`src/rtl/mqnic_l2_ingress_mcf_pkg.sv`:
```
// Shared constants and FSM state encoding for the L2 ingress MCF block.
// Latency: n/a (declarations only).
// Backpressure: n/a (declarations only).
package mqnic_l2_ingress_mcf_pkg;

  localparam logic [15:0] MCF_ETHERTYPE = 16'h8808;
  localparam logic [47:0] MCF_DST_MCAST = 48'h0180C2000001;
  localparam logic [15:0] OPCODE_LFC    = 16'h0001;
  localparam logic [15:0] OPCODE_PFC    = 16'h0101;

  // dst(6) + src(6) + ethertype(2) + opcode(2)
  localparam int MCF_HDR_BYTES = 16;

  typedef enum logic [1:0] {
    ST_IDLE     = 2'd0,
    ST_FWD      = 2'd1,
    ST_MCF_FWD  = 2'd2,
    ST_MCF_DROP = 2'd3
  } state_t;

endpackage

```
`src/rtl/mqnic_l2_ingress_reg.sv`:
```
// Single-stage AXI-stream register carrying tid/tdest/tuser.
// Latency: 1 cycle from accepted input beat to output valid.
// Backpressure: s_tready = m_tready | ~m_tvalid (full throughput, no skid).
module mqnic_l2_ingress_reg #(
  parameter int DATA_WIDTH = 256,
  parameter int KEEP_WIDTH = DATA_WIDTH/8,
  parameter int USER_WIDTH = 1,
  parameter int ID_WIDTH   = 8,
  parameter int DEST_WIDTH = 8
) (
  input  logic                  clk,
  input  logic                  rst,

  input  logic [DATA_WIDTH-1:0] s_tdata,
  input  logic [KEEP_WIDTH-1:0] s_tkeep,
  input  logic                  s_tvalid,
  output logic                  s_tready,
  input  logic                  s_tlast,
  input  logic [USER_WIDTH-1:0] s_tuser,
  input  logic [ID_WIDTH-1:0]   s_tid,
  input  logic [DEST_WIDTH-1:0] s_tdest,

  output logic [DATA_WIDTH-1:0] m_tdata,
  output logic [KEEP_WIDTH-1:0] m_tkeep,
  output logic                  m_tvalid,
  input  logic                  m_tready,
  output logic                  m_tlast,
  output logic [USER_WIDTH-1:0] m_tuser,
  output logic [ID_WIDTH-1:0]   m_tid,
  output logic [DEST_WIDTH-1:0] m_tdest
);

  logic [DATA_WIDTH-1:0] tdata_q,  tdata_d;
  logic [KEEP_WIDTH-1:0] tkeep_q,  tkeep_d;
  logic                  tvalid_q, tvalid_d;
  logic                  tlast_q,  tlast_d;
  logic [USER_WIDTH-1:0] tuser_q,  tuser_d;
  logic [ID_WIDTH-1:0]   tid_q,    tid_d;
  logic [DEST_WIDTH-1:0] tdest_q,  tdest_d;

  assign s_tready = m_tready | ~tvalid_q;

  // Load on an accepted input beat, otherwise empty once the sink takes the beat.
  always_comb begin
    tdata_d  = tdata_q;
    tkeep_d  = tkeep_q;
    tvalid_d = tvalid_q;
    tlast_d  = tlast_q;
    tuser_d  = tuser_q;
    tid_d    = tid_q;
    tdest_d  = tdest_q;
    if (s_tvalid && s_tready) begin
      tdata_d  = s_tdata;
      tkeep_d  = s_tkeep;
      tvalid_d = 1'b1;
      tlast_d  = s_tlast;
      tuser_d  = s_tuser;
      tid_d    = s_tid;
      tdest_d  = s_tdest;
    end else if (m_tready) begin
      tvalid_d = 1'b0;
    end
  end

  // Output register with asynchronous clear.
  always_ff @(posedge clk or posedge rst) begin
    if (rst) begin
      tdata_q  <= '0;
      tkeep_q  <= '0;
      tvalid_q <= 1'b0;
      tlast_q  <= 1'b0;
      tuser_q  <= '0;
      tid_q    <= '0;
      tdest_q  <= '0;
    end else begin
      tdata_q  <= tdata_d;
      tkeep_q  <= tkeep_d;
      tvalid_q <= tvalid_d;
      tlast_q  <= tlast_d;
      tuser_q  <= tuser_d;
      tid_q    <= tid_d;
      tdest_q  <= tdest_d;
    end
  end

  assign m_tdata  = tdata_q;
  assign m_tkeep  = tkeep_q;
  assign m_tvalid = tvalid_q;
  assign m_tlast  = tlast_q;
  assign m_tuser  = tuser_q;
  assign m_tid    = tid_q;
  assign m_tdest  = tdest_q;

endmodule

```
`src/rtl/mqnic_l2_ingress_mcf.sv`:
```
// RX L2 ingress: classifies frames, extracts MAC control frames into mcf_*, forwards data frames.
// Latency: data 1 cycle; mcf_valid pulses the cycle after the MCF's accepted tlast.
// Backpressure: forwarded frames follow m_axis_tready; dropped MCFs are always accepted; mcf_* has none.
module mqnic_l2_ingress_mcf
  import mqnic_l2_ingress_mcf_pkg::*;
#(
  parameter int AXIS_DATA_WIDTH = 256,
  parameter int AXIS_KEEP_WIDTH = AXIS_DATA_WIDTH/8,
  parameter int AXIS_USER_WIDTH = 1,
  parameter int ID_WIDTH        = 8,
  parameter int DEST_WIDTH      = 8,
  parameter int MCF_PARAMS_SIZE = 18
) (
  input  logic                         clk,
  input  logic                         rst,

  input  logic [AXIS_DATA_WIDTH-1:0]   s_axis_tdata,
  input  logic [AXIS_KEEP_WIDTH-1:0]   s_axis_tkeep,
  input  logic                         s_axis_tvalid,
  output logic                         s_axis_tready,
  input  logic                         s_axis_tlast,
  input  logic [AXIS_USER_WIDTH-1:0]   s_axis_tuser,
  input  logic [ID_WIDTH-1:0]          s_axis_tid,
  input  logic [DEST_WIDTH-1:0]        s_axis_tdest,

  output logic [AXIS_DATA_WIDTH-1:0]   m_axis_tdata,
  output logic [AXIS_KEEP_WIDTH-1:0]   m_axis_tkeep,
  output logic                         m_axis_tvalid,
  input  logic                         m_axis_tready,
  output logic                         m_axis_tlast,
  output logic [AXIS_USER_WIDTH-1:0]   m_axis_tuser,
  output logic [ID_WIDTH-1:0]          m_axis_tid,
  output logic [DEST_WIDTH-1:0]        m_axis_tdest,

  output logic                         mcf_valid,
  output logic [47:0]                  mcf_eth_dst,
  output logic [47:0]                  mcf_eth_src,
  output logic [15:0]                  mcf_eth_type,
  output logic [15:0]                  mcf_opcode,
  output logic [MCF_PARAMS_SIZE*8-1:0] mcf_params,
  output logic [ID_WIDTH-1:0]          mcf_id,
  output logic [DEST_WIDTH-1:0]        mcf_dest,
  output logic [AXIS_USER_WIDTH-1:0]   mcf_user,

  input  logic                         cfg_mcf_rx_enable,
  input  logic [15:0]                  cfg_mcf_rx_eth_type,
  input  logic [47:0]                  cfg_mcf_rx_eth_dst_ucast,
  input  logic                         cfg_mcf_rx_check_eth_dst_ucast,
  input  logic                         cfg_mcf_rx_forward,

  output logic                         stat_rx_mcf
);

  localparam int HDR_LEN = MCF_HDR_BYTES + MCF_PARAMS_SIZE;
  localparam int LANE_W  = $clog2(AXIS_KEEP_WIDTH);

  state_t state_q, state_d;

  logic [15:0]                  ptr_q, ptr_d;
  logic [HDR_LEN*8-1:0]         hdr_q, hdr_d;

  logic                         mcf_valid_q, mcf_valid_d;
  logic [47:0]                  dst_q, dst_d;
  logic [47:0]                  src_q, src_d;
  logic [15:0]                  type_q, type_d;
  logic [15:0]                  opcode_q, opcode_d;
  logic [MCF_PARAMS_SIZE*8-1:0] params_q, params_d;
  logic [ID_WIDTH-1:0]          id_q, id_d;
  logic [DEST_WIDTH-1:0]        dest_q, dest_d;
  logic [AXIS_USER_WIDTH-1:0]   user_q, user_d;

  logic [47:0]                  beat_dst;
  logic [15:0]                  beat_type;
  logic                         is_mcf;
  logic                         frame_mcf;
  logic                         drop_beat;
  logic                         reg_s_tready;
  logic                         s_fire;
  logic [15:0]                  byte_cnt;
  logic [16:0]                  len_sum;
  logic [16:0]                  ptr_sum;
  logic [15:0]                  lane;
  logic                         mcf_done;

  // Beat-0 classifier: only meaningful while IDLE, where the current beat is the frame start.
  always_comb begin
    beat_dst = '0;
    for (int k = 0; k < 6; k++) begin
      beat_dst[47-8*k -: 8] = s_axis_tdata[8*k +: 8];
    end
    beat_type = {s_axis_tdata[8*12 +: 8], s_axis_tdata[8*13 +: 8]};
    is_mcf = cfg_mcf_rx_enable &&
             (beat_type == cfg_mcf_rx_eth_type) &&
             ((beat_dst == MCF_DST_MCAST) ||
              (cfg_mcf_rx_check_eth_dst_ucast && (beat_dst == cfg_mcf_rx_eth_dst_ucast)));
  end

  // FSM next state plus per-beat steering; cfg only influences the decision taken in IDLE.
  always_comb begin
    state_d   = state_q;
    frame_mcf = 1'b0;
    drop_beat = 1'b0;
    case (state_q)
      ST_IDLE: begin
        frame_mcf = is_mcf;
        drop_beat = is_mcf && !cfg_mcf_rx_forward;
        if (s_fire && !s_axis_tlast) begin
          if (!is_mcf)                 state_d = ST_FWD;
          else if (cfg_mcf_rx_forward) state_d = ST_MCF_FWD;
          else                         state_d = ST_MCF_DROP;
        end
      end
      ST_FWD: begin
        if (s_fire && s_axis_tlast) state_d = ST_IDLE;
      end
      ST_MCF_FWD: begin
        frame_mcf = 1'b1;
        if (s_fire && s_axis_tlast) state_d = ST_IDLE;
      end
      ST_MCF_DROP: begin
        frame_mcf = 1'b1;
        drop_beat = 1'b1;
        if (s_fire && s_axis_tlast) state_d = ST_IDLE;
      end
      default: state_d = ST_IDLE;
    endcase
  end

  // Dropped beats bypass the register so they never stall on, or appear at, m_axis.
  assign s_axis_tready = !rst && (drop_beat || reg_s_tready);
  assign s_fire        = s_axis_tvalid && s_axis_tready;

  // Byte pointer, last-beat length and header capture into the fixed-size buffer.
  always_comb begin
    byte_cnt = '0;
    for (int i = 0; i < AXIS_KEEP_WIDTH; i++) begin
      byte_cnt = byte_cnt + 16'(s_axis_tkeep[i]);
    end
    len_sum = {1'b0, ptr_q} + {1'b0, byte_cnt};
    ptr_sum = {1'b0, ptr_q} + 17'(AXIS_KEEP_WIDTH);

    ptr_d = ptr_q;
    if (s_fire) begin
      if (s_axis_tlast)    ptr_d = '0;
      else if (ptr_sum[16]) ptr_d = 16'hFFFF;
      else                 ptr_d = ptr_sum[15:0];
    end

    hdr_d = hdr_q;
    lane  = '0;
    if (s_fire) begin
      for (int j = 0; j < HDR_LEN; j++) begin
        if (16'(j) >= ptr_q) begin
          lane = 16'(j) - ptr_q;
          if (lane < 16'(AXIS_KEEP_WIDTH)) begin
            hdr_d[8*j +: 8] = s_axis_tdata[{lane[LANE_W-1:0], 3'b000} +: 8];
          end
        end
      end
    end

    mcf_done = s_fire && s_axis_tlast && frame_mcf &&
               (len_sum >= 17'(HDR_LEN)) && !s_axis_tuser[0];
  end

  // Latch the decoded MCF record together with the pulse; fields hold between MCFs.
  always_comb begin
    mcf_valid_d = mcf_done;
    dst_d       = dst_q;
    src_d       = src_q;
    type_d      = type_q;
    opcode_d    = opcode_q;
    params_d    = params_q;
    id_d        = id_q;
    dest_d      = dest_q;
    user_d      = user_q;
    if (mcf_done) begin
      for (int k = 0; k < 6; k++) begin
        dst_d[47-8*k -: 8] = hdr_d[8*k +: 8];
        src_d[47-8*k -: 8] = hdr_d[8*(k+6) +: 8];
      end
      type_d   = {hdr_d[8*12 +: 8], hdr_d[8*13 +: 8]};
      opcode_d = {hdr_d[8*14 +: 8], hdr_d[8*15 +: 8]};
      params_d = hdr_d[HDR_LEN*8-1 -: MCF_PARAMS_SIZE*8];
      id_d     = s_axis_tid;
      dest_d   = s_axis_tdest;
      user_d   = s_axis_tuser;
    end
  end

  // State, capture and MCF record registers; reset abandons any partial frame.
  always_ff @(posedge clk or posedge rst) begin
    if (rst) begin
      state_q     <= ST_IDLE;
      ptr_q       <= '0;
      hdr_q       <= '0;
      mcf_valid_q <= 1'b0;
      dst_q       <= '0;
      src_q       <= '0;
      type_q      <= '0;
      opcode_q    <= '0;
      params_q    <= '0;
      id_q        <= '0;
      dest_q      <= '0;
      user_q      <= '0;
    end else begin
      state_q     <= state_d;
      ptr_q       <= ptr_d;
      hdr_q       <= hdr_d;
      mcf_valid_q <= mcf_valid_d;
      dst_q       <= dst_d;
      src_q       <= src_d;
      type_q      <= type_d;
      opcode_q    <= opcode_d;
      params_q    <= params_d;
      id_q        <= id_d;
      dest_q      <= dest_d;
      user_q      <= user_d;
    end
  end

  assign mcf_valid    = mcf_valid_q;
  assign stat_rx_mcf  = mcf_valid_q;
  assign mcf_eth_dst  = dst_q;
  assign mcf_eth_src  = src_q;
  assign mcf_eth_type = type_q;
  assign mcf_opcode   = opcode_q;
  assign mcf_params   = params_q;
  assign mcf_id       = id_q;
  assign mcf_dest     = dest_q;
  assign mcf_user     = user_q;

  mqnic_l2_ingress_reg #(
    .DATA_WIDTH (AXIS_DATA_WIDTH),
    .KEEP_WIDTH (AXIS_KEEP_WIDTH),
    .USER_WIDTH (AXIS_USER_WIDTH),
    .ID_WIDTH   (ID_WIDTH),
    .DEST_WIDTH (DEST_WIDTH)
  ) u_out_reg (
    .clk      (clk),
    .rst      (rst),
    .s_tdata  (s_axis_tdata),
    .s_tkeep  (s_axis_tkeep),
    .s_tvalid (s_axis_tvalid && !drop_beat && !rst),
    .s_tready (reg_s_tready),
    .s_tlast  (s_axis_tlast),
    .s_tuser  (s_axis_tuser),
    .s_tid    (s_axis_tid),
    .s_tdest  (s_axis_tdest),
    .m_tdata  (m_axis_tdata),
    .m_tkeep  (m_axis_tkeep),
    .m_tvalid (m_axis_tvalid),
    .m_tready (m_axis_tready),
    .m_tlast  (m_axis_tlast),
    .m_tuser  (m_axis_tuser),
    .m_tid    (m_axis_tid),
    .m_tdest  (m_axis_tdest)
  );

endmodule

```
`config.mk`:
```
export PLATFORM = sky130hd
export DESIGN_NAME = mqnic_l2_ingress_mcf
export DESIGN_NICKNAME = d
export VERILOG_FILES = /design/src/rtl/mqnic_l2_ingress_mcf_pkg.sv /design/src/rtl/mqnic_l2_ingress_reg.sv /design/src/rtl/mqnic_l2_ingress_mcf.sv
export SDC_FILE = /design/constraint.sdc
export NUM_CORES = 2
export LEC_CHECK = 0
export BUFFER_PORTS_ARGS = -buffer_cell sky130_fd_sc_hd__buf_2
export CAP_MARGIN = 5
export CORE_AREA = 4 4 377 379
export DETAILED_ROUTE_END_ITERATION = 7
export DIE_AREA = 0 0 381 383
export PLACE_DENSITY_LB_ADDON = 0.25
export SETUP_SLACK_MARGIN = 0.15
export SYNTH_ARGS = -nofsm -noshare
export SYNTH_HDL_FRONTEND = slang
export SYNTH_SLANG_ARGS = --single-unit
```
`constraint.sdc`:
```
create_clock -name clk -period 44.8 [get_ports clk]
set_input_delay 2.24 -clock clk [delete_from_list [all_inputs] [get_ports clk]]
set_output_delay 2.24 -clock clk [all_outputs]
set_load 0.01 [all_outputs]
```
==> flow_summary.toml <==
[power_and_ir_drop]
ir_worst_vdd_mv = 0.0384
p_leak_nw = 24.4
power_mw = 2.58
powerDensity_nw_per_um2 = 52.5

[timing]
finalMaxSlewViolations = 0
tns_ps = 0
slew_headroom_pct = 13.3
hold_viol_final = 0
rsz0062_at_grt = "no"
setup_viol = 0
finalCritPeriodShare_pct = 21.4
fin_skew_ps = 38.0
min_period_ps = 9600
fmax_ghz = 0.104
tightest_slew_ps = 1300

[clock_tree]
cts_root_buf = "clkbuf_16"
numCtsBuffers = 102
cts_resized = 0
cts_hold_buffers = 0
clkTransAtPathRegs_ps = 50
post_cts_buffers = 0
clkLatencyLatePin_ps = 710
cts_sinks = 883
htreeDepth = 3
cts.path.max_buffers = 3
tritoncts = "yes"

[worst_hold_path]
hp-class = "reg -> reg"

[synth]
yosysTopAreaCellShare_pct = 56.5
synth_cell_types = 61
synth-async-reset-ratio_pct = 100
postSynthCellCount = 2552
syn-cell-area_um2 = 39100
ys_warn_count = 0
synth.most_common_cell = "mux2_2"
synth-edff-count = 0
yosysSeqAreaShare_pct = 56.5
syn_avg_cell_area_um2 = 15.3
synth_top_area_cell = "dfrtp_1"
ys_seq_elements = 883
synth.net_count = 2981
synthFlopType = "dfrtp_1"
synthTopCellsByCount = "mux2_2 (972), dfrtp_1 (883), mux2_4 (98)"
synthTopCellsByArea = "dfrtp_1 (57%), mux2_2 (28%), mux2_4 (3.8%)"

[critical_path]
crit_path_start = "s_axis_tkeep[5]"
r2r_slack_ps = 36080
ff2ff_path_depth = 20
worstReg2RegEnd = "mcf_eth_src[37]"
endpoint_kind = "flip-flop"
critPathArrivalTime_ps = 10170
worstReg2RegStart = "ptr_q[3]"
required_ps = 45370
worst_setup_path_start_kind = "primary input"
critPathCapture = "mcf_eth_src[37]"
worstSetupPathType = "in -> reg"
crit_fanout = 123

[run]
cap_violations = 0

[global_routing]
globalRouteOverflowTotal = 0
antenna_found_initial = 23
grt_pass1_vias = 26200
grt_pass1_wl_mm = 189
grt_max_degree = 174
grt_use_total_pct = 17.5

[floorplan]
initial_core_util_pct = 28.1
rows = 137
die_area_um2 = 146000
die_h_um = 383
io_pins = 976
core_um2 = 139000
die_x_um = 381

[cells_and_area]
finalNonFillerCells = 5425
area_growth_pct = 26.1
final_core_util_pct = 35.5
nets = 3950
drive_gt1_share_pct = 62.9
fill_cells = 13700

[drt]
first_iter_violations = 937
wl_mm = 132
vias = 24900
detail_route.vias_per_cell = 4.59
wl_per_cell_um = 24.3
first_pass_iters = 6
drcViolationCount = 0
ant_nets = 0

[placed_design]
dp_hpwl_mm = 96.2
dp.cells = 5224
place.gp.congestion = 0.850
numPortBuffers = 975

[outcome]
status = "finished, final reports clean"
-- through the flow --
stage | hold slack, ps | cell area (µm²) | worst slack (ps)
floorplan | 458 | 39100 | 17740
global placement | 468 | 45600 | 34800
detailed placement | 476 | 45600 | 34700
CTS | 488 | 49200 | 35490
global route | 498 | 49200 | 34940
finish | 482 | 49300 | 35200
-- flip-flops by register name, indices dropped and copies added, names as in the netlist, 2 cells and up --
signal	count
hdr_q	272
mcf_dest	8
mcf_eth_dst	48
mcf_eth_src	48
mcf_eth_type	16
mcf_id	8
mcf_opcode	16
mcf_params	144
ptr_q	12
state_q	2
u_out_reg.m_tdata	256
u_out_reg.m_tdest	8
u_out_reg.m_tid	8
u_out_reg.m_tkeep	32
-- cells by family after synthesis --
logic type,Yosys count,synth area share (%)
xor+xnor,71,1.59
fa+ha+maj,52,2.16
flops,883,56.5
compound gates,81,1.44
buf+inv,200,3.02
mux,1120,33.2
simple gates,145,2.02
-- critical path: stages --
cell and delay, ps:
buf_2 90, inv_1 50, fa_1 640, fa_1 540, fa_1 510, fa_1 550
fa_1 440, fa_1 500, inv_1 50, fa_1 400, fa_1 420, nand2_1 100
a21oi_1 90, o21a_1 200, o31a_1 250, nor4_1 180, a31o_2 140, o2111ai_1 160
o2111ai_4 280, buf_12 500, buf_4 890, mux2_2 410
-- placed cells by master (no fill, tap or decap), types with 4 or more instances in the layout --
cell type  instances
o22a_1             8
a21oi_1           19
nor2_1            30
mux2_1            50
dfrtp_1          882
nand3_1           15
inv_6              5
xor2_1            23
nand4_1           17
ha_1              26
nor3_1            14
clkinv_2          19
and3_1             5
nor4b_1            4
buf_2            975
o21ai_0           15
clkbuf_8          28
clkbuf_16        104
clkbuf_1          14
mux2_2           972
inv_1             59
mux2_4            98
diode_2           11
a31oi_1            7
bufinv_16         12
nor4_1            17
nand2_1           20
and2_1             5
xnor2_1           48
fa_1              26
buf_4             26
-- worst min path at each step --
stage                         start              end  slack (ps)  cells past startpoint
floorplan                hdr_q[262]       hdr_q[262]         460                      1
global placement           mcf_user         mcf_user         470                      1
detailed placement   mcf_params[92]   mcf_params[92]         480                      1
CTS                  mcf_params[92]   mcf_params[92]         490                      1
global route        mcf_eth_src[23]  mcf_eth_src[23]         500                      1
finish               mcf_params[92]   mcf_params[92]         480                      1
-- metal layers --
layer	share of wire (%)	vias up	global-route usage (%)
met5	0	-	0
met4	2.6	0	5.09
met3	7.1	166	5.25
met2	49	799	30.1
met1	41	12900	21.2
li1	-	11100	-
-- report_power, final --
part           switching (mW)  total, mW  internal [mW]
sequential             0.0738       1.07          0.997
combinational           0.311      0.612          0.302
clock                   0.359      0.901          0.543
total                   0.743       2.58           1.84
-- layout make-up --
cell class,instances,area [µm²],area share (%)
Antenna cell,11,27.5,0.0559
Clock buffer,146,3040,6.17
Clock inverter,44,613,1.24
Inverter,61,236,0.480
Multi-Input combinational cell,1469,15800,32.2
Sequential cell,883,22100,44.9
Tap cell,1807,2260,4.59
Timing Repair Buffer,1004,5130,10.4
Power figures use the tool's default switching activity.
